==> config.mk <==
export PLATFORM = sky130hd
export DESIGN_NAME = ex_cond_unit
export DESIGN_NICKNAME = d
export VERILOG_FILES = /design/src/rtl/ex_cond_unit.sv
export SDC_FILE = /design/constraint.sdc
export NUM_CORES = 1
export LEC_CHECK = 0
export CORE_ASPECT_RATIO = 1.4
export CORE_MARGIN = 2
export CORE_UTILIZATION = 42
export DETAILED_ROUTE_END_ITERATION = 6
export HOLD_SLACK_MARGIN = 0.15
export PLACE_DENSITY = 0.88
export SETUP_SLACK_MARGIN = 0.05
export SLEW_MARGIN = 20
export SYNTH_ARGS = -nofsm -noshare
export SYNTH_HDL_FRONTEND = slang
export SYNTH_SLANG_ARGS = --single-unit
==> constraint.sdc <==
create_clock -name clk -period 3.2 [get_ports clk]
set_input_delay 0.64 -clock clk [delete_from_list [all_inputs] [get_ports clk]]
set_output_delay 0.64 -clock clk [all_outputs]
set_load 0.01 [all_outputs]
==> src/rtl/ex_cond_unit.sv <==
// ex_cond_unit: execute-to-memory pipeline stage with conditional execution.
// Holds the architectural NZCV flag register, evaluates the instruction
// condition against it, squashes write/branch enables of failed instructions
// and keeps a saturating count of condition-failed instructions.
module ex_cond_unit (
   input  logic        clk,
   input  logic        reset,
   input  logic        valid_in,
   input  logic [3:0]  cond,
   input  logic [1:0]  flag_write,
   input  logic        aN,
   input  logic        aZ,
   input  logic        aC,
   input  logic        aV,
   input  logic [31:0] result_in,
   input  logic [3:0]  rd_in,
   input  logic        reg_write_in,
   input  logic        mem_write_in,
   input  logic        branch_in,
   input  logic        stall,
   input  logic        flush,
   output logic        valid_out,
   output logic [31:0] result_out,
   output logic [3:0]  rd_out,
   output logic        reg_write_out,
   output logic        mem_write_out,
   output logic        branch_taken,
   output logic [3:0]  flags,
   output logic [15:0] squash_cnt
);

   typedef enum logic [3:0] {
      CC_EQ = 4'h0, CC_NE = 4'h1, CC_CS = 4'h2, CC_CC = 4'h3,
      CC_MI = 4'h4, CC_PL = 4'h5, CC_VS = 4'h6, CC_VC = 4'h7,
      CC_HI = 4'h8, CC_LS = 4'h9, CC_GE = 4'hA, CC_LT = 4'hB,
      CC_GT = 4'hC, CC_LE = 4'hD, CC_AL = 4'hE, CC_NV = 4'hF
   } cond_e;

   logic        valid_q,     valid_d;
   logic [31:0] result_q,    result_d;
   logic [3:0]  rd_q,        rd_d;
   logic        reg_write_q, reg_write_d;
   logic        mem_write_q, mem_write_d;
   logic        branch_q,    branch_d;
   logic [3:0]  flags_q,     flags_d;
   logic [15:0] squash_q,    squash_d;

   cond_e cc;
   logic  fl_n, fl_z, fl_c, fl_v;
   logic  cond_ex;
   logic  fire;

   assign cc   = cond_e'(cond);
   assign fl_n = flags_q[3];
   assign fl_z = flags_q[2];
   assign fl_c = flags_q[1];
   assign fl_v = flags_q[0];

   // Condition check against the registered flags only (no a-flag bypass)
   always_comb begin
      cond_ex = 1'b1;
      case (cc)
         CC_EQ:   cond_ex = fl_z;
         CC_NE:   cond_ex = ~fl_z;
         CC_CS:   cond_ex = fl_c;
         CC_CC:   cond_ex = ~fl_c;
         CC_MI:   cond_ex = fl_n;
         CC_PL:   cond_ex = ~fl_n;
         CC_VS:   cond_ex = fl_v;
         CC_VC:   cond_ex = ~fl_v;
         CC_HI:   cond_ex = fl_c & ~fl_z;
         CC_LS:   cond_ex = ~fl_c | fl_z;
         CC_GE:   cond_ex = (fl_n == fl_v);
         CC_LT:   cond_ex = (fl_n != fl_v);
         CC_GT:   cond_ex = ~fl_z & (fl_n == fl_v);
         CC_LE:   cond_ex = fl_z | (fl_n != fl_v);
         CC_AL:   cond_ex = 1'b1;
         CC_NV:   cond_ex = 1'b1;
         default: cond_ex = 1'b1;
      endcase
   end

   assign fire = valid_in & cond_ex & ~stall & ~flush;

   // Next-state: flush beats stall; stall holds everything; otherwise advance
   always_comb begin
      valid_d     = valid_q;
      result_d    = result_q;
      rd_d        = rd_q;
      reg_write_d = reg_write_q;
      mem_write_d = mem_write_q;
      branch_d    = branch_q;
      flags_d     = flags_q;
      squash_d    = squash_q;
      if (flush) begin
         valid_d     = 1'b0;
         reg_write_d = 1'b0;
         mem_write_d = 1'b0;
         branch_d    = 1'b0;
      end else if (!stall) begin
         valid_d     = valid_in;
         result_d    = result_in;
         rd_d        = rd_in;
         reg_write_d = reg_write_in & fire;
         mem_write_d = mem_write_in & fire;
         branch_d    = branch_in & fire;
         if (fire && flag_write[1]) flags_d[3:2] = {aN, aZ};
         if (fire && flag_write[0]) flags_d[1:0] = {aC, aV};
         if (valid_in && !cond_ex && (squash_q != '1))
            squash_d = squash_q + 16'd1;
      end
   end

   // State register with synchronous reset overriding all other controls
   always_ff @(posedge clk) begin
      if (reset) begin
         valid_q     <= 1'b0;
         result_q    <= '0;
         rd_q        <= '0;
         reg_write_q <= 1'b0;
         mem_write_q <= 1'b0;
         branch_q    <= 1'b0;
         flags_q     <= '0;
         squash_q    <= '0;
      end else begin
         valid_q     <= valid_d;
         result_q    <= result_d;
         rd_q        <= rd_d;
         reg_write_q <= reg_write_d;
         mem_write_q <= mem_write_d;
         branch_q    <= branch_d;
         flags_q     <= flags_d;
         squash_q    <= squash_d;
      end
   end

   assign valid_out     = valid_q;
   assign result_out    = result_q;
   assign rd_out        = rd_q;
   assign reg_write_out = reg_write_q;
   assign mem_write_out = mem_write_q;
   assign branch_taken  = branch_q;
   assign flags         = flags_q;
   assign squash_cnt    = squash_q;

endmodule

* Word-level counts from Yosys, hierarchy flattened
Cells that the tools add are included.
** Word-level totals
- Bits in latches :: 0
- Bits in writable memories :: 0
- ROM bits :: 0
- Memories kept :: 0
- Output and inout bits :: 60
- Flip-flop bits (word level) :: 60
- Word-level logic and storage cells :: 57
- Input bits :: 54
** Operators by class
- Divide/modulo/power cells :: 0
- Shifts and indexed selects :: 0
- Reduce and logical (&&, ||, !) cells :: 12
- Add/sub/neg operators :: 1
- Multipliers :: 0
- Order comparisons :: 0
- Equal/unequal tests :: 18
- Bitwise operators :: 16
- Muxes and demuxes :: 1
** Operators with widths (number)
- == test 4 bit (second input constant) :: 8
- adder 16 x 1 -> 16 bit (second input constant) :: 1
- == test 4 x 3 -> 1 bit (second input constant) :: 4
- != test 16 bit (second input constant) :: 1
- one-hot mux 1 bit (15 select lines) :: 1
- AND reduction 3 bit :: 3
- AND 1 bit :: 8
- == test 4 x 2 -> 1 bit (second input constant) :: 2
- inverter 1 bit :: 6
- == test 4 x 1 -> 1 bit (second input constant) :: 1
- logical AND 1 bit :: 4
- zero test 4 bit :: 1
- OR reduction 2 bit :: 2
- OR 1 bit :: 2
- AND reduction 2 bit :: 1
- == test 1 bit :: 1
- zero test 1 bit :: 1
- != test 1 bit :: 1

* Depth between registers and ports, before layout
Gate-level depths: netlist (run 1).
- Depth in word-level cells :: 8
- Depth in mapped cells :: 9
- Mapped depth without buffers :: 7

* Worst setup path before layout (run 1)
No wires, ideal clock.
- Path kind :: in2reg
- Start :: input cond[2]
- End :: register squash_q[7] (netlist: squash_cnt[7])
- Cell stages on the path :: 8
- Data required time :: 3077 ps
- Path buffers :: 2
- Arrival :: 2318 ps
- Setup time :: 123 ps
- Setup slack :: 758 ps
- Cells stage by stage :: buf_2 -> and2_4 -> and3_1 -> o311ai_4 -> o2111ai_4 -> buf_6 -> nor4_2 -> mux2_1
** On the way
- Cells in the longest elaborated chain, start to end :: 7
- Elaborated cells on any way between the ends :: 22
- Those cells by class :: eq/ne: 15; mux: 1; reduce/logical: 6
** RTL lines
- start, declared :: RTL line 9 : input logic [3:0] cond,
- == test 4 bit :: RTL line 62 : case (cc)
- OR reduction 2 bit (no source line)
- one-hot mux 1 bit (15 select lines) (*) :: RTL line 62
- zero test 1 bit (*) :: RTL line 109 : if (valid_in && !cond_ex && (squash_q != '1))
- logical AND 1 bit (*) (2 in a row) :: RTL line 109
- AND reduction 3 bit (no source line) (*)
- end signal, assigned :: RTL line 133 : squash_q <= squash_d;
- end, declared :: RTL line 46 : logic [15:0] squash_q, squash_d;
Every way passes the cells marked *; elsewhere a longest branch is shown, timed or not.
A chain may end at the register's enable or synchronous reset.

* Worst setup path in the final report (run 1)
- Start :: input cond[0]
- End :: register squash_q[9] (netlist: squash_cnt[9])
The elaborated chain is that of the path after synthesis.

==> reports/metrics.yaml, run 1 <==
run_status:
  status: "finished, final reports clean"
synthesis:
  yosysSeqAreaShare_pct: 45.1
  yosys.area.top_type: "dfxtp_1"
  async_reset_ff_share_pct: 0
  synth_seq_cells: 60
  synth_edf_count: 0
  yosys-top-cells-area: "dfxtp_1 (45%), nand2_1 (12%), a21oi_1 (10%), nand2b_1 (3.1%), o31ai_1 (2.8%)"
  synth_cell_types: 42
  synthTopCellsByCount: "nand2_1 (86), dfxtp_1 (60), a21oi_1 (54)"
  synth_cells: 325
  synth_nets: 380
  syn_area_um2: 2670
  post-synth-top-count-cell: "nand2_1"
  synth-main-ff-cell: "dfxtp_1"
  synth_area_per_cell_um2: 8.20
  yosysTopAreaCellShare_pct: 45.1
  yosysWarnings: 0
placed_design:
  hpwl_um: 4990
  port_buffers: 113
  place_area_um2: 3880
  gp_congestion: 0.817
critical_path:
  worstSetupStartpoint: "cond[0]"
  timing.reg2reg.setup_slack_ns: 0.79
  arrival_ns: 2.99
  cp-start-kind: "input port"
  worst_r2r_path_depth: 7
  cp_max_fo: 18
  timing.critical_path.to: "squash_cnt[9]"
  crit_type: "input port to flop"
  crit_path_end_kind: "flop"
  worstReg2RegEnd: "squash_cnt[9]"
  critPathRequiredTime_ns: 3.45
  r2r-start: "flags[3]"
sta:
  rsz0062_at_grt: "false"
  hold_violations: 0
  fin_skew_ns: 0.00713
  fmaxAchievable_ghz: 0.365
  max_slew.worst_pin.slew_ns: 0.936
  fin_crit_sh_pct: 85.6
  tns_ns: 0
  relSlewSlack_pct: 37.6
  setup_viol: 0
  period_needed_ns: 2.74
  drv_slew: 0
power:
  finalPower_uw: 1590
  p_leak_uw: 0.00141
  powerDensity_nw_per_um2: 394
  ir_drop_mv: 0.329
cells_and_area:
  finalInstanceArea_um2: 4040
  nets: 491
  antenna_cells: 0
  syn_to_final_growth_pct: 51.5
  drive_above_1_share_pct: 7.29
global_route:
  grt-ovfl-total: 0
  grt_max_degree: 55
  antenna_found_initial: 0
  grt_first_pass_wirelength_um: 11600
  grt_pass1_vias: 2592
  track_usage_pct: 20.5
floorplanning:
  die-height_um: 98.3
  io_pins: 114
  core_um2: 6170
  die_area_um2: 7010
  initial_core_util_pct: 43.2
  die_w_um: 71.3
  rows: 34
clock_network:
  cts-root-buf: "clkbuf_8"
  cts_tree: "built"
  clockBufferDepth: 2
  postCtsSetupBuffers: 0
  cts_buffers: 9
  post_cts_resize_count: 0
  clk_latency_ns: 0.33
  cts.sink_count: 60
  cts.hold.buffers_added: 0
  clkTransAtPathRegs_ns: 0.07
  cts_max_level: 3
job:
  maxCapViolations: 0
drt:
  wirelength_um: 7050
  dr.pass1.iters: 4
  vias: 2725
  drc: 0
  viasPerCell: 5.33
  wl_per_cell_um: 13.8
  drt_iter0_drc: 138
  drtAntennaViolNets: 0
worst_hold_path:
  min_path_type: "flop to flop"
-- cell families after synthesis --
kind of cell | count (synthesis) | share of synthesized area (%)
DFF | 60 | 45.1
adders and majority gates | 1 | 0.469
AOI/OAI and AO/OA | 79 | 18.8
muxes | 8 | 3.19
xor gates and xnor gates | 2 | 0.657
and+or+nand+nor | 152 | 28.1
buffers and inverters | 23 | 3.71
-- routing by layer --
layer,track usage [%],vias up,share of wire [%]
met4,7.69,0,1.1
met3,10.5,7,10
li1,-,1349,-
met5,0,-,0
met1,22.7,1272,40
met2,33.3,97,49
-- report_power, final --
part	internal (uW)	switching [uW]
logic	133	106
registers	770	12.7
clock network	289	279
-- cell type report --
| class | count | area [um^2] |
|---|---|---|
| Fill cell | 489 | 2130 |
| Multi-Input combinational cell | 242 | 1370 |
| Tap cell | 72 | 90.1 |
| Timing Repair Buffer | 121 | 1210 |
| Clock buffer | 11 | 141 |
| Inverter | 2 | 7.51 |
| Sequential cell | 60 | 1200 |
| Clock inverter | 3 | 15.0 |
-- critical path, cell delays in order --
cell	delay, ns
clkdlybuf4s50_1	0.64
nand4bb_1	0.19
o221ai_2	0.12
o311ai_4	0.28
o2111ai_4	0.26
buf_12	0.23
or4_1	0.46
a21oi_1	0.17
-- through the flow --
stage	std cells	util (%)	setup WS (ns)	hold slack [ns]
detailed placement	497	62.9	0.122	0.448
finish	511	65.5	0.459	0.453
floorplan	325	-	0.758	0.478
global route	511	65.5	0.339	0.474
CTS	511	65.5	0.485	0.456
global placement	497	62.9	0.215	0.440
-- worst min path at each step --
stage | depth (start not counted) | from | end
2_1_floorplan | 2 | branch_taken | branch_taken
3_3_place_gp | 2 | result_out[25] | result_out[25]
3_5_place_dp | 2 | result_out[2] | result_out[2]
4_1_cts | 2 | result_out[9] | result_out[9]
5_1_grt | 2 | result_out[21] | result_out[21]
6_report | 2 | result_out[6] | result_out[6]
-- flip-flops by register name, summed over array words and instances, names as in the netlist --
name / flops
reg_write_out: 1
squash_cnt: 16
result_out: 32
mem_write_out: 1
rd_out: 4
valid_out: 1
branch_taken: 1
flags: 4
-- cell usage in the layout (no fill, tap or decap), drive strengths merged, types with 3 or more instances in the layout --
cell	n
nand2b	13
nand4	3
clkbuf	11
nor2	9
mux2	4
nor4	3
o31ai	10
nor2b	4
nand2	86
dfxtp	60
mux2i	4
clkdlybuf4s50	112
a21oi	54
or4	10
o211ai	4
clkinv	3
nand3	9
buf	9
Note: power is estimated with default switching activity, not from simulation.
==> inputs of run 2 (changes only) <==
Settings changed: GPL_TIMING_DRIVEN set to 0.
==> run 2 against run 1 <==
Total power increased by 7.7%. Critical path depth unchanged. Register-to-register slack got worse by 0.07 ns. Non-clock buffer count increased by 11. Fmax decreased by 5.0%. Routed wire length increased by 7.6%. Via count increased by 3.2%. Utilization increased by 0.51 points.
==> reports/metrics.yaml, run 2 (synthesis results as in run 1) <==
sta:
  fin_skew_ns: 0.00843
  rsz0062_at_grt: "false"
  fin_crit_sh_pct: 90.1
  setup_viol: 0
  hold_violations: 0
  relSlewSlack_pct: 61.0
  tns_ns: 0
  period_needed_ns: 2.88
  max_slew.worst_pin.slew_ns: 0.582
  drv_slew: 0
  fmaxAchievable_ghz: 0.347
  whs_ns: 0.453
critical_path:
  cp_max_fo: 10
  timing.reg2reg.setup_slack_ns: 0.72
  r2r-start: "flags[3]"
  path_delay_family: "buffers and inverters"
  worstReg2RegEnd: "reg_write_out"
  arrival_ns: 3.10
  max_stage_delay_ns: 0.58
  worst_r2r_path_depth: 8
  cp_num_buf_inv: 2
  cp-start-kind: "input port"
  critPathRequiredTime_ns: 3.42
  slowest_stage: "clkdlybuf4s50_1"
  crit_chain: "clkdlybuf4s50_1, and2_4, and3_1, o311ai_4, o2111ai_4, buf_6, nor4_2, mux2_1"
  crit_cells: 8
  crit_path_end_kind: "flop"
  crit_type: "input port to flop"
cells_and_area:
  nets: 502
  syn_to_final_growth_pct: 52.7
  fillers: 495
  largest_reg_flops: 32
  final_cell_mix: "clkdlybuf4s50_1 (111), nand2_1 (86), dfxtp_1 (60), a21oi_1 (54), clkbuf_1 (17)"
  finalInstanceArea_um2: 4070
  multiInputGateArea_um2: 1370
  drive_above_1_share_pct: 6.19
  seq_area_um2: 1200
  final_common_cell: "clkdlybuf4s50_1"
  antenna_cells: 0
clock_network:
  cts_max_level: 3
  cts-root-buf: "clkbuf_8"
  post_cts_resize_count: 0
  cts.sink_count: 60
  clk_latency_ns: 0.33
  cts_buffers: 9
  clockBufferDepth: 2
  clkTransAtPathRegs_ns: 0.07
  postCtsSetupBuffers: 0
  cts_tree: "built"
  cts.hold.buffers_added: 0
run_status:
  status: "finished, final reports clean"
power:
  pwr-share-clk_pct: 40.4
  intPower_uw: 1300
  share_comb_of_total_power_pct: 13.9
  swShare_pct: 24.3
  ir_drop_mv: 0.383
  p_leak_uw: 0.00141
  powerDensity_nw_per_um2: 421
  p_sw_uw: 415
  pwr-share-seq_pct: 45.7
floorplanning:
  die-height_um: 98.3
  core_um2: 6170
  io_pins: 114
  initial_core_util_pct: 43.2
  die_area_um2: 7010
  die_w_um: 71.3
  rows: 34
drt:
  dr.pass1.iters: 4
  drtAntennaViolNets: 0
  dr_wl_met2_um: 3890
  wl_per_cell_um: 14.5
  met1Wirelength_um: 2820
  wirelength_um: 7590
  met3_length_um: 724
  drc: 0
  vias: 2812
  top_layer: "met4"
  drt_iter0_drc: 142
  viasPerCell: 5.37
worst_hold_path:
  holdPathEnd: "result_out[16]"
  min_path_type: "flop to flop"
  whs_path_depth: 2
  hp-start: "result_out[16]"
global_route:
  track_usage_pct: 22.1
  grt_max_degree: 11
  grt_first_pass_wirelength_um: 12500
  grt-ovfl-total: 0
  grt_pass1_vias: 2760
  antenna_found_initial: 0
placed_design:
  port_buffers: 111
  gp_congestion: 0.822
  hpwl_um: 5620
  place_area_um2: 3870
job:
  maxCapViolations: 0
[run 2: cell count changes in the layout (fill, tap and decap cells not counted), moves of 2 or more]
cell / delta
buf_2: +3
buf_12: -2
clkbuf_1: +16
buf_4: -6
[run 2: worst reg2reg max path: stages, from the launching register on]
cell      delay, ns
dfxtp_1        0.50
nand2b_1       0.10
a21o_1         0.18
a31o_1         0.21
a21oi_1        0.45
clkbuf_1       0.39
buf_2          0.31
o211ai_1       0.13
a21oi_1        0.15
[run 2: layout make-up]
type                    count  area share (%)
repair buffers            111            27.3
clock buffers              12            3.81
well taps                  72            2.21
multi-input cells         242            33.5
clock inverters             4            1.17
flip-flops and latches     60            29.5
plain buffers              21            2.24
inverters                   2           0.185
[run 2: routing by layer]
layer	vias up	track usage, %
met4	0	8.85
met5	-	0
met2	99	38.5
met1	1316	23.0
li1	1381	-
met3	16	9.39
[run 2: metrics by stage]
step | total power [uW] | instances | setup slack [ns] | utilization [%]
final | 1710 | 524 | 0.316 | 66.0
after global routing | 1780 | 524 | 0.207 | 66.0
after CTS | 1720 | 524 | 0.340 | 66.0
after detailed placement | 1030 | 508 | 0.0514 | 62.7
after global placement | 1030 | 508 | 0.102 | 62.7
after floorplan | 897 | 325 | 0.758 | -
[run 2: worst max-delay path by stage]
stage	startpoint	to	slack, ns
2_1_floorplan	cond[2]	squash_cnt[7]	0.76
3_3_place_gp	cond[3]	squash_cnt[7]	0.10
3_5_place_dp	cond[3]	squash_cnt[7]	0.05
4_1_cts	cond[3]	squash_cnt[7]	0.34
5_1_grt	cond[1]	reg_write_out	0.21
6_report	cond[3]	squash_cnt[7]	0.32
[run 2: power groups by stage]
stage | sequential (uW) | clock, uW | combinational, uW
floorplan | 809 | 0 | 88.0
detailed placement | 799 | 0 | 235
global placement | 798 | 0 | 231
CTS | 783 | 696 | 238
global route | 785 | 736 | 258
finish | 783 | 691 | 237
==> inputs of run 3 (changes only) <==
Settings changed: CTS_CLUSTER_DIAMETER set to 80.
==> results of run 3 <==
No change in the layout: final DEF, timing and power equal those of run 2.
